## src/rtl/ir_key_uart_tx_pkg.sv

```systemverilog
// ir_key_uart_tx_pkg: UART line constants, byte-shifter states and ASCII hex framing helpers
package ir_key_uart_tx_pkg;
    localparam logic START_BIT = 1'b0;
    localparam logic STOP_BIT = 1'b1;
    localparam logic [7:0] ASCII_CR = 8'h0D;
    localparam logic [7:0] ASCII_LF = 8'h0A;
    typedef enum logic [1:0] {ST_IDLE, ST_START, ST_DATA, ST_STOP} tx_state_t;
    function automatic logic [7:0] hex_char(input logic [3:0] n);
        return n < 4'd10 ? 8'h30 + {4'h0, n} : 8'h37 + {4'h0, n};
    endfunction
    // Byte idx of a key frame: high nibble, low nibble, CR, LF
    function automatic logic [7:0] frame_byte(input logic [7:0] code, input logic [1:0] idx);
        return idx == 2'd0 ? hex_char(code[7:4]) : idx == 2'd1 ? hex_char(code[3:0]) : idx == 2'd2 ? ASCII_CR : ASCII_LF;
    endfunction
endpackage

```

## src/rtl/ir_key_uart_tx_if.sv

```systemverilog
// ir_key_uart_tx_if: key code input and UART/status outputs of the IR key logger
interface ir_key_uart_tx_if;
    logic [7:0] key_code;
    logic tx;
    logic busy;
    logic key_strobe;
    modport master(output key_code, input tx, busy, key_strobe);
    modport slave(input key_code, output tx, busy, key_strobe);
endinterface

```

## src/rtl/ir_key_uart_tx_uart_tx_byte.sv

```systemverilog
// uart_tx_byte: 8N1 byte shifter; a start asserted with done chains the next byte with no idle gap
module uart_tx_byte
    import ir_key_uart_tx_pkg::*;
#(
    parameter int DIV = 2
) (
    input  logic       clk,
    input  logic       rst,
    input  logic [7:0] data,
    input  logic       start,
    output logic       tx,
    output logic       done
);
    localparam int CW = $clog2(DIV);
    localparam logic [CW-1:0] LAST = CW'(DIV - 1);
    tx_state_t state, nxt;
    logic [CW-1:0] cnt;
    logic [2:0] bit_idx;
    logic [7:0] shreg;
    logic bit_end, load;
    assign bit_end = cnt == LAST;
    assign load = start && (state == ST_IDLE || done);
    always_ff @(posedge clk or negedge rst)
        if (!rst) state <= ST_IDLE;
        else state <= nxt;
    always_comb begin
        nxt = state == ST_IDLE ? (start ? ST_START : ST_IDLE) :
              !bit_end ? state :
              state == ST_START ? ST_DATA :
              state == ST_DATA ? (bit_idx == 3'd7 ? ST_STOP : ST_DATA) :
              (start ? ST_START : ST_IDLE);
    end
    always_comb begin
        tx = state == ST_START ? START_BIT : state == ST_DATA ? shreg[0] : STOP_BIT;
        done = state == ST_STOP && bit_end;
    end
    always_ff @(posedge clk or negedge rst)
        if (!rst) begin
            cnt <= '0;
            bit_idx <= 3'd0;
            shreg <= 8'hFF;
        end else begin
            cnt <= state == ST_IDLE || bit_end ? '0 : cnt + CW'(1);
            bit_idx <= state == ST_DATA ? bit_idx + 3'(bit_end) : 3'd0;
            shreg <= load ? data : state == ST_DATA && bit_end ? {1'b1, shreg[7:1]} : shreg;
        end
endmodule

```

## src/rtl/ir_key_uart_tx.sv

```systemverilog
// ir_key_uart_tx: detects each newly decoded IR key and logs it over UART as two hex chars (+CR/LF)
module ir_key_uart_tx
    import ir_key_uart_tx_pkg::*;
#(
    parameter int         CLK_HZ    = 50_000_000,
    parameter int         BAUD      = 9600,
    parameter bit         SEND_CRLF = 1'b1,
    parameter logic [7:0] IDLE_CODE = 8'hC0
) (
    input logic clk,
    input logic rst,
    ir_key_uart_tx_if.slave bus
);
    localparam int DIV = CLK_HZ / BAUD;
    localparam logic [1:0] LAST_BYTE = SEND_CRLF ? 2'd3 : 2'd1;
    logic [7:0] sync1, sync2, sync_prev, last_sent, pend_code, cur_code, tx_data;
    logic [1:0] byte_idx;
    logic pend_valid, busy, key_strobe, stable, new_key, load_seq, start, done, tx;
    // A value counts only once sync2 has held it for two clocks, which filters multi-bit skew
    assign stable = sync2 == sync_prev;
    assign new_key = stable && sync2 != last_sent && !(pend_valid && sync2 == pend_code);
    assign load_seq = !busy && pend_valid;
    assign start = load_seq || (done && byte_idx != LAST_BYTE);
    assign tx_data = load_seq ? frame_byte(pend_code, 2'd0) : frame_byte(cur_code, byte_idx + 2'd1);
    always_ff @(posedge clk or negedge rst)
        if (!rst) begin
            sync1 <= IDLE_CODE;
            sync2 <= IDLE_CODE;
            sync_prev <= IDLE_CODE;
            last_sent <= IDLE_CODE;
            pend_code <= IDLE_CODE;
            cur_code <= IDLE_CODE;
            pend_valid <= 1'b0;
            key_strobe <= 1'b0;
            busy <= 1'b0;
            byte_idx <= 2'd0;
        end else begin
            sync1 <= bus.key_code;
            sync2 <= sync1;
            sync_prev <= sync2;
            key_strobe <= new_key;
            if (new_key) begin
                pend_code <= sync2;
                pend_valid <= 1'b1;
            end else if (load_seq) pend_valid <= 1'b0;
            if (load_seq) begin
                cur_code <= pend_code;
                last_sent <= pend_code;
                byte_idx <= 2'd0;
                busy <= 1'b1;
            end else if (done) begin
                busy <= byte_idx != LAST_BYTE;
                byte_idx <= byte_idx + 2'd1;
            end
        end
    uart_tx_byte #(.DIV(DIV)) u_tx (
        .clk(clk),
        .rst(rst),
        .data(tx_data),
        .start(start),
        .tx(tx),
        .done(done)
    );
    assign bus.tx = tx;
    assign bus.busy = busy;
    assign bus.key_strobe = key_strobe;
endmodule

```

## src/flat_wrapper.sv

```systemverilog
// flat-port wrapper written by rule: the top's interface ports become plain ports
module ir_key_uart_tx_flat import ir_key_uart_tx_pkg::*;
#(
    parameter int         CLK_HZ    = 50_000_000,
    parameter int         BAUD      = 9600,
    parameter bit         SEND_CRLF = 1'b1,
    parameter logic [7:0] IDLE_CODE = 8'hC0
)
  (clk, rst, bus_key_code, bus_tx, bus_busy, bus_key_strobe);
  ir_key_uart_tx_if bus_i ();
  input logic clk;
  input logic rst;
  input wire logic [$bits(bus_i.key_code)-1:0] bus_key_code;
  output wire logic [$bits(bus_i.tx)-1:0] bus_tx;
  output wire logic [$bits(bus_i.busy)-1:0] bus_busy;
  output wire logic [$bits(bus_i.key_strobe)-1:0] bus_key_strobe;
  assign bus_i.key_code = bus_key_code;
  assign bus_tx = bus_i.tx;
  assign bus_busy = bus_i.busy;
  assign bus_key_strobe = bus_i.key_strobe;
  ir_key_uart_tx #(.CLK_HZ(CLK_HZ), .BAUD(BAUD), .SEND_CRLF(SEND_CRLF), .IDLE_CODE(IDLE_CODE)) u_core (.clk(clk), .rst(rst), .bus(bus_i));
endmodule
```

## config.mk

```make
export PLATFORM = sky130hd
export DESIGN_NAME = ir_key_uart_tx_flat
export DESIGN_NICKNAME = d
export VERILOG_FILES = /design/src/rtl/ir_key_uart_tx_pkg.sv /design/src/rtl/ir_key_uart_tx_if.sv /design/src/rtl/ir_key_uart_tx_uart_tx_byte.sv /design/src/rtl/ir_key_uart_tx.sv /design/src/flat_wrapper.sv
export SDC_FILE = /design/constraint.sdc
export NUM_CORES = 1
export LEC_CHECK = 0
export BUFFER_PORTS_ARGS = -buffer_cell sky130_fd_sc_hd__buf_2
export CAP_MARGIN = 10
export CELL_PAD_IN_SITES_DETAIL_PLACEMENT = 0
export CELL_PAD_IN_SITES_GLOBAL_PLACEMENT = 1
export CORE_MARGIN = 4
export CORE_UTILIZATION = 41
export CTS_CLUSTER_DIAMETER = 60
export CTS_CLUSTER_SIZE = 14
export DETAILED_ROUTE_END_ITERATION = 7
export HOLD_SLACK_MARGIN = 0.1
export PLACE_DENSITY_LB_ADDON = 0.05
export SYNTH_ARGS = -nofsm -noshare
export SYNTH_HDL_FRONTEND = slang
export SYNTH_SLANG_ARGS = --single-unit
```

## constraint.sdc

```tcl
create_clock -name clk -period 2.74 [get_ports clk]
set_input_delay 0.548 -clock clk [delete_from_list [all_inputs] [get_ports clk]]
set_output_delay 0.548 -clock clk [all_outputs]
set_load 0.01 [all_outputs]
```

=== After elaboration in Yosys (flattened, before gate mapping) ===
Cells that the tools add are included.
W data, S select, Z words.

* Flip-flop bits (word level): 71
* Output and inout port bits: 3
* Logic and storage cells: 80

* $add $sub $neg: 9
* $lt $le $gt $ge: 3
* Equality and inequality tests: 11
* Mux-type cells: 25
* Reductions and logical operators: 19

{| class="wikitable"
|+ Operators with widths
! operator !! count
|-
| $mux W8 || 8
|-
| $add A6 B4 Y7 const A || 6
|-
| $eq A8 B8 Y1 || 2
|-
| $add A13 B1 Y13 const B || 1
|-
| $eq A13 B13 Y1 const B || 1
|-
| $mux W13 || 1
|-
| $lt A4 B4 Y1 const B || 3
|-
| $mux W2 || 6
|-
| $logic_and A1 B1 Y1 || 8
|-
| $mux W1 || 8
|-
| $ne A8 B8 Y1 || 1
|-
| $reduce_bool A2 Y1 || 4
|-
| $eq A2 B2 Y1 const B || 3
|-
| $mux W3 || 2
|-
| $eq A2 B1 Y1 const B || 2
|-
| $logic_not A2 Y1 || 2
|-
| $add A3 B1 Y3 || 1
|-
| $eq A3 B3 Y1 const B || 1
|-
| $logic_or A1 B1 Y1 || 3
|-
| $add A2 B1 Y2 const B || 1
|-
| $logic_not A1 Y1 || 2
|-
| $ne A2 B2 Y1 const B || 1
|}

=== Longest topological paths before layout ===
* Depth in word-level cells: 9
* Mapped depth: 8

=== Cells and area by module ===
Synthesis repeated with hierarchy kept, for this count alone.

* Cells, all modules: 326
* Area, all modules: 3549.7 um2

{| class="wikitable"
|+ Modules (own cells, without submodules)
! module !! times used !! cells an instance !! area an instance (um2)
|-
| ir_key_uart_tx || 1 || 202 || 2125.8
|-
| uart_tx_byte || 1 || 124 || 1423.9
|}

=== Worst setup path after synthesis ===
Ideal clock, no wire load.

* Path kind: register -> register
* Start point: register u_core.u_tx.cnt[9]
* End point: register u_core.u_tx.shreg[4]
* Arrival time: 1949 ps
* Required time: 2664 ps
* Slack: 714 ps
* Stages on the path, launching flop included: 6
* Buffers on the path: 0
* Clock period less this slack: 2026 ps
* Cells stage by stage: dfrtp_1 or4_4 o41ai_4 nand2_4 a211o_1 a22oi_2

* Word-level cells in the longest chain between the ends: 6

{| class="wikitable"
|+ Ends and longest elaborated chain
! element !! line !! text
|-
| start: declaration || ir_key_uart_tx_uart_tx_byte.sv:17 || <nowiki>logic [CW-1:0] cnt;</nowiki>
|-
| start signal: assignment || ir_key_uart_tx_uart_tx_byte.sv:43 || <nowiki>cnt <= state == ST_IDLE || bit_end ? '0 : cnt + CW'(1);</nowiki>
|-
| $eq A13 B13 Y1 (*) || ir_key_uart_tx_uart_tx_byte.sv:21 || <nowiki>assign bit_end = cnt == LAST;</nowiki>
|-
| $logic_and A1 B1 Y1 || ir_key_uart_tx_uart_tx_byte.sv:35 || <nowiki>done = state == ST_STOP && bit_end;</nowiki>
|-
| $logic_and A1 B1 Y1 || ir_key_uart_tx.sv:23 || <nowiki>assign start = load_seq || (done && byte_idx != LAST_BYTE);</nowiki>
|-
| $logic_or A1 B1 Y1 || ir_key_uart_tx.sv:23 ||
|-
| $logic_and A1 B1 Y1 || ir_key_uart_tx_uart_tx_byte.sv:22 || <nowiki>assign load = start && (state == ST_IDLE || done);</nowiki>
|-
| $mux W8 / $reduce_bool A2 Y1 (equally long branches) || -- ||
|-
| end signal: assignment || ir_key_uart_tx_uart_tx_byte.sv:45 || <nowiki>shreg <= load ? data : state == ST_DATA && bit_end ? {1'b1, shreg[7:1]} : shreg;</nowiki>
|-
| end: declaration || ir_key_uart_tx_uart_tx_byte.sv:19 || <nowiki>logic [7:0] shreg;</nowiki>
|}

Every way passes the cells marked *; elsewhere a longest branch is shown, timed or not.
A chain may end at the register's enable or synchronous reset.

=== Worst setup path in the final report ===
* Start point: register u_core.u_tx.cnt[9]
* End point: register u_core.u_tx.shreg[6]

The elaborated chain is that of the path after synthesis.

==> summary.md <==
| Metric | Value |
|---|---|
| Status | `completed` |
| Peak VDD IR | `~0.37 mV` |
| Unrepaired setup endpoints after global routing | `false` |
| ANT nets after route | `0` |
| Cts hold-fix bufs | `0` |
| Library cells used by synthesis | `48` |
| Layout cells sized above 1 | `0.180` |
| Synthesized net count | `between 300 and 400` |
| Top FF cell, synth | `dfrtp_1` |
| Setup crit start | `u_core.u_tx.cnt[9]` |
| R2R setup slack | `roughly 0.41 ns` |
| Antenna violations before repair | `0` |
| R2R cell count | `5` |
| CP Data Required Time | `3.01 ns` |
| Post-synthesis cell count | `324` |
| CP bufs+invs | `0` |
| Clock Tree Root | `clkbuf_8` |
| Gr ovfl total | `0` |
| CORE AREA | `between 0.008 and 0.009 mm²` |
| Slew HR | `0.410` |
| DRC | `0` |
| CTS Sinks | `71` |
| Cell taking the most area after synthesis | `dfrtp_1` |
| IO Pins | `13` |
| Warnings from Yosys | `0` |
| Final Hold Vio Count | `0` |
| Vias in the first global route | `roughly 2.2k` |
| Initial drt markers | `roughly 120` |
| Worst clock skew | `around 0.014 ns` |
| Cells along the critical path | `or4_4, o41ai_4, nand2_4, a211oi_1, o31ai_1` |
| Most frequent cell after synthesis | `dfrtp_1` |
| Worst-margin pin slew | `0.885 ns` |
| Tmin final | `2.33 ns` |
| Die Span Y | `around 100 µm` |
| Cts bufs inserted | `9` |
| CP top delay family | `compound AO/OA/AOI/OAI gates` |
| Top cells by area, synth | `dfrtp_1 (39%), dfstp_2 (14%), xnor2_1 (5.4%)` |
| CTS tree | `yes` |
| Delay of the slowest critical-path stage | `approximately 0.62 ns` |
| Clk_lat worst skew | `about 0.35 ns` |
| Via density | `5.04` |
| Largest net degree at the start of global routing | `72` |
| FILL cells | `784` |
| Resized cells post-CTS | `0` |
| Final-stage net count | `about 360` |
| Lkg Pwr | `between 1.5 and 2 nW` |
| Die area | `between 0.009 and 0.01 mm²` |
| CP endpoint kind | `flip-flop` |
| Antenna cell count | `0` |
| GRT Total Usage | `0.148` |
| Ys async rst share | `1.00` |
| Post-CTS Setup Repair Bufs | `0` |
| Row count | `33` |
| Mapped Avg Cell Area | `roughly 11 µm²` |
| Clock-pin slew on the worst setup and hold paths | `around 0.090 ns` |
| Cell Area, Synth | `0.00344 mm²` |
| First-pass GRT wire length | `between 10000 and 15000 µm` |
| Period utilization | `0.851` |
| Pre-antenna DRT Iters | `4` |
| Total negative slack | `0 ns` |
| Number of synthesized flops with an enable pin | `0` |
| # port buffers | `12` |
| GPL Wtd Cong | `roughly 0.76` |
| Routed vias | `about 2.3k` |
| Slew Limit Fails | `0` |
| # setup viols final | `0` |
| CP Capture Point | `u_core.u_tx.shreg[6]` |
| Power per cell area | `roughly 690 mW/mm²` |
| WL per Instance | `approximately 15 µm` |
| WP depth | `5` |
| WHS | `between 0.2 and 0.3 ns` |
| Crit Path Max Fanout | `9` |
| CP Data Arrival Time | `~2.6 ns` |
| Crit path max-delay cell type | `o41ai_4` |
| Initial core utilization | `0.420` |
| CTS HTree Levels | `3` |
| Flops & latches, synth | `71` |
| Worst r2r src | `u_core.u_tx.cnt[9]` |
| Seq/Total Area, Yosys | `0.523` |
| Top post-synthesis cells by count | `dfrtp_1 (53), nand2_1 (31), inv_1 (22), nor2_1 (22), xnor2_1 (21)` |
| Die width | `approximately 100 µm` |
| Area growth syn-to-layout | `11.4%` |
| Setup CP Type | `flip-flop to flip-flop` |
| Clock Tree Buf Depth | `2` |
| Startpoint types | `flip-flop` |
| Max Fclk | `roughly 430 MHz` |
| Reg2reg end | `u_core.u_tx.shreg[6]` |
| HP Class | `primary input to flip-flop` |
| Share of the synthesized area in the top cell type | `0.386` |
| Drt total wl | `6520 µm` |
| Dpl hpwl | `roughly 4600 µm` |
| Max Cap Viol | `0` |
-- worst min path at each step --
stage / startpoint / endpoint / slack, ns / cells past startpoint
after floorplan: rst / u_core.bus.busy / 0.25 / 0
after global placement: u_core.sync1[2] / u_core.sync2[2] / 0.33 / 0
after detailed placement: u_core.sync1[0] / u_core.sync2[0] / 0.33 / 0
after CTS: bus_key_code[6] / u_core.sync1[6] / 0.27 / 1
after global routing: bus_key_code[6] / u_core.sync1[6] / 0.25 / 1
final: bus_key_code[6] / u_core.sync1[6] / 0.29 / 1
-- through the flow --
stage          total power [W]  area (µm²)  std cells  setup WS, ns  utilization
2_1_floorplan          0.00154        3440        324         0.714            -
3_3_place_gp           0.00167        3590        433         0.484        0.440
3_5_place_dp           0.00168        3590        433         0.459        0.440
4_1_cts                0.00268        3830        449         0.432        0.468
5_1_grt                0.00280        3830        449         0.176        0.468
6_report               0.00263        3830        449         0.409        0.468
-- final cells by class --
class / count / area [µm²] / area share
multi-input cells: 222 / 1510 / 0.395
repair buffers: 13 / 70.1 / 0.0183
well taps: 105 / 131 / 0.0343
clock inverters: 7 / 111 / 0.0291
flip-flops and latches: 71 / 1800 / 0.470
clock buffers: 9 / 124 / 0.0323
inverters: 22 / 82.6 / 0.0216
-- cell usage in the layout, fill, tap and decap left out, types with 3 or more instances in the layout --
cell type / count
dfrtp_1: 53
nand2_1: 31
inv_1: 22
nor2_1: 22
xnor2_1: 21
o21ai_0: 19
a21oi_1: 18
dfstp_2: 18
xor2_1: 16
ha_1: 13
nand3_1: 11
buf_2: 11
mux2_2: 9
clkbuf_8: 9
nand4_1: 7
nor4_1: 5
and2_1: 5
or3_1: 4
nor3_1: 3
a21o_1: 3
inv_8: 3
-- flip-flops by register name, summed over array words and instances, names as in the netlist --
register and count:
u_core.bus.busy 1, u_core.bus.key_strobe 1, u_core.byte_idx 2, u_core.last_sent 8, u_core.pend_code 8, u_core.pend_valid 1, u_core.sync1 8, u_core.sync2 8
u_core.sync_prev 8, u_core.u_tx.bit_idx 3, u_core.u_tx.cnt 13, u_core.u_tx.shreg 8, u_core.u_tx.state 2
-- metal layers --
| metal | part of all wire | GRT usage |
|---|---|---|
| met5 | 0 | 0 |
| met3 | 0.036 | 0.0372 |
| met4 | 0.019 | 0.0704 |
| met1 | 0.51 | 0.218 |
| met2 | 0.43 | 0.202 |
-- cell families after synthesis --
family                   Yosys count  synth area share
AO/OA/AOI/OAI                     60             0.116
XOR/XNOR                          37            0.0943
adder cells (fa/ha/maj)           13            0.0473
buffers and inverters             31            0.0368
flip-flops                        71             0.523
multiplexers                      10            0.0324
AND/OR/NAND/NOR                  102             0.150
-- report_power, final --
| part | switching (W) | internal (W) | total (W) | leakage, nW |
|---|---|---|---|---|
| Sequential | 0.0000985 | 0.00116 | 0.00125 | 0.876 |
| Clock | 0.000450 | 0.000538 | 0.000988 | 0.120 |
| Combinational | 0.000229 | 0.000162 | 0.000391 | 0.704 |
| Total | 0.000777 | 0.00186 | 0.00263 | 1.70 |
No activity file was read; power rests on OpenSTA's default activity.
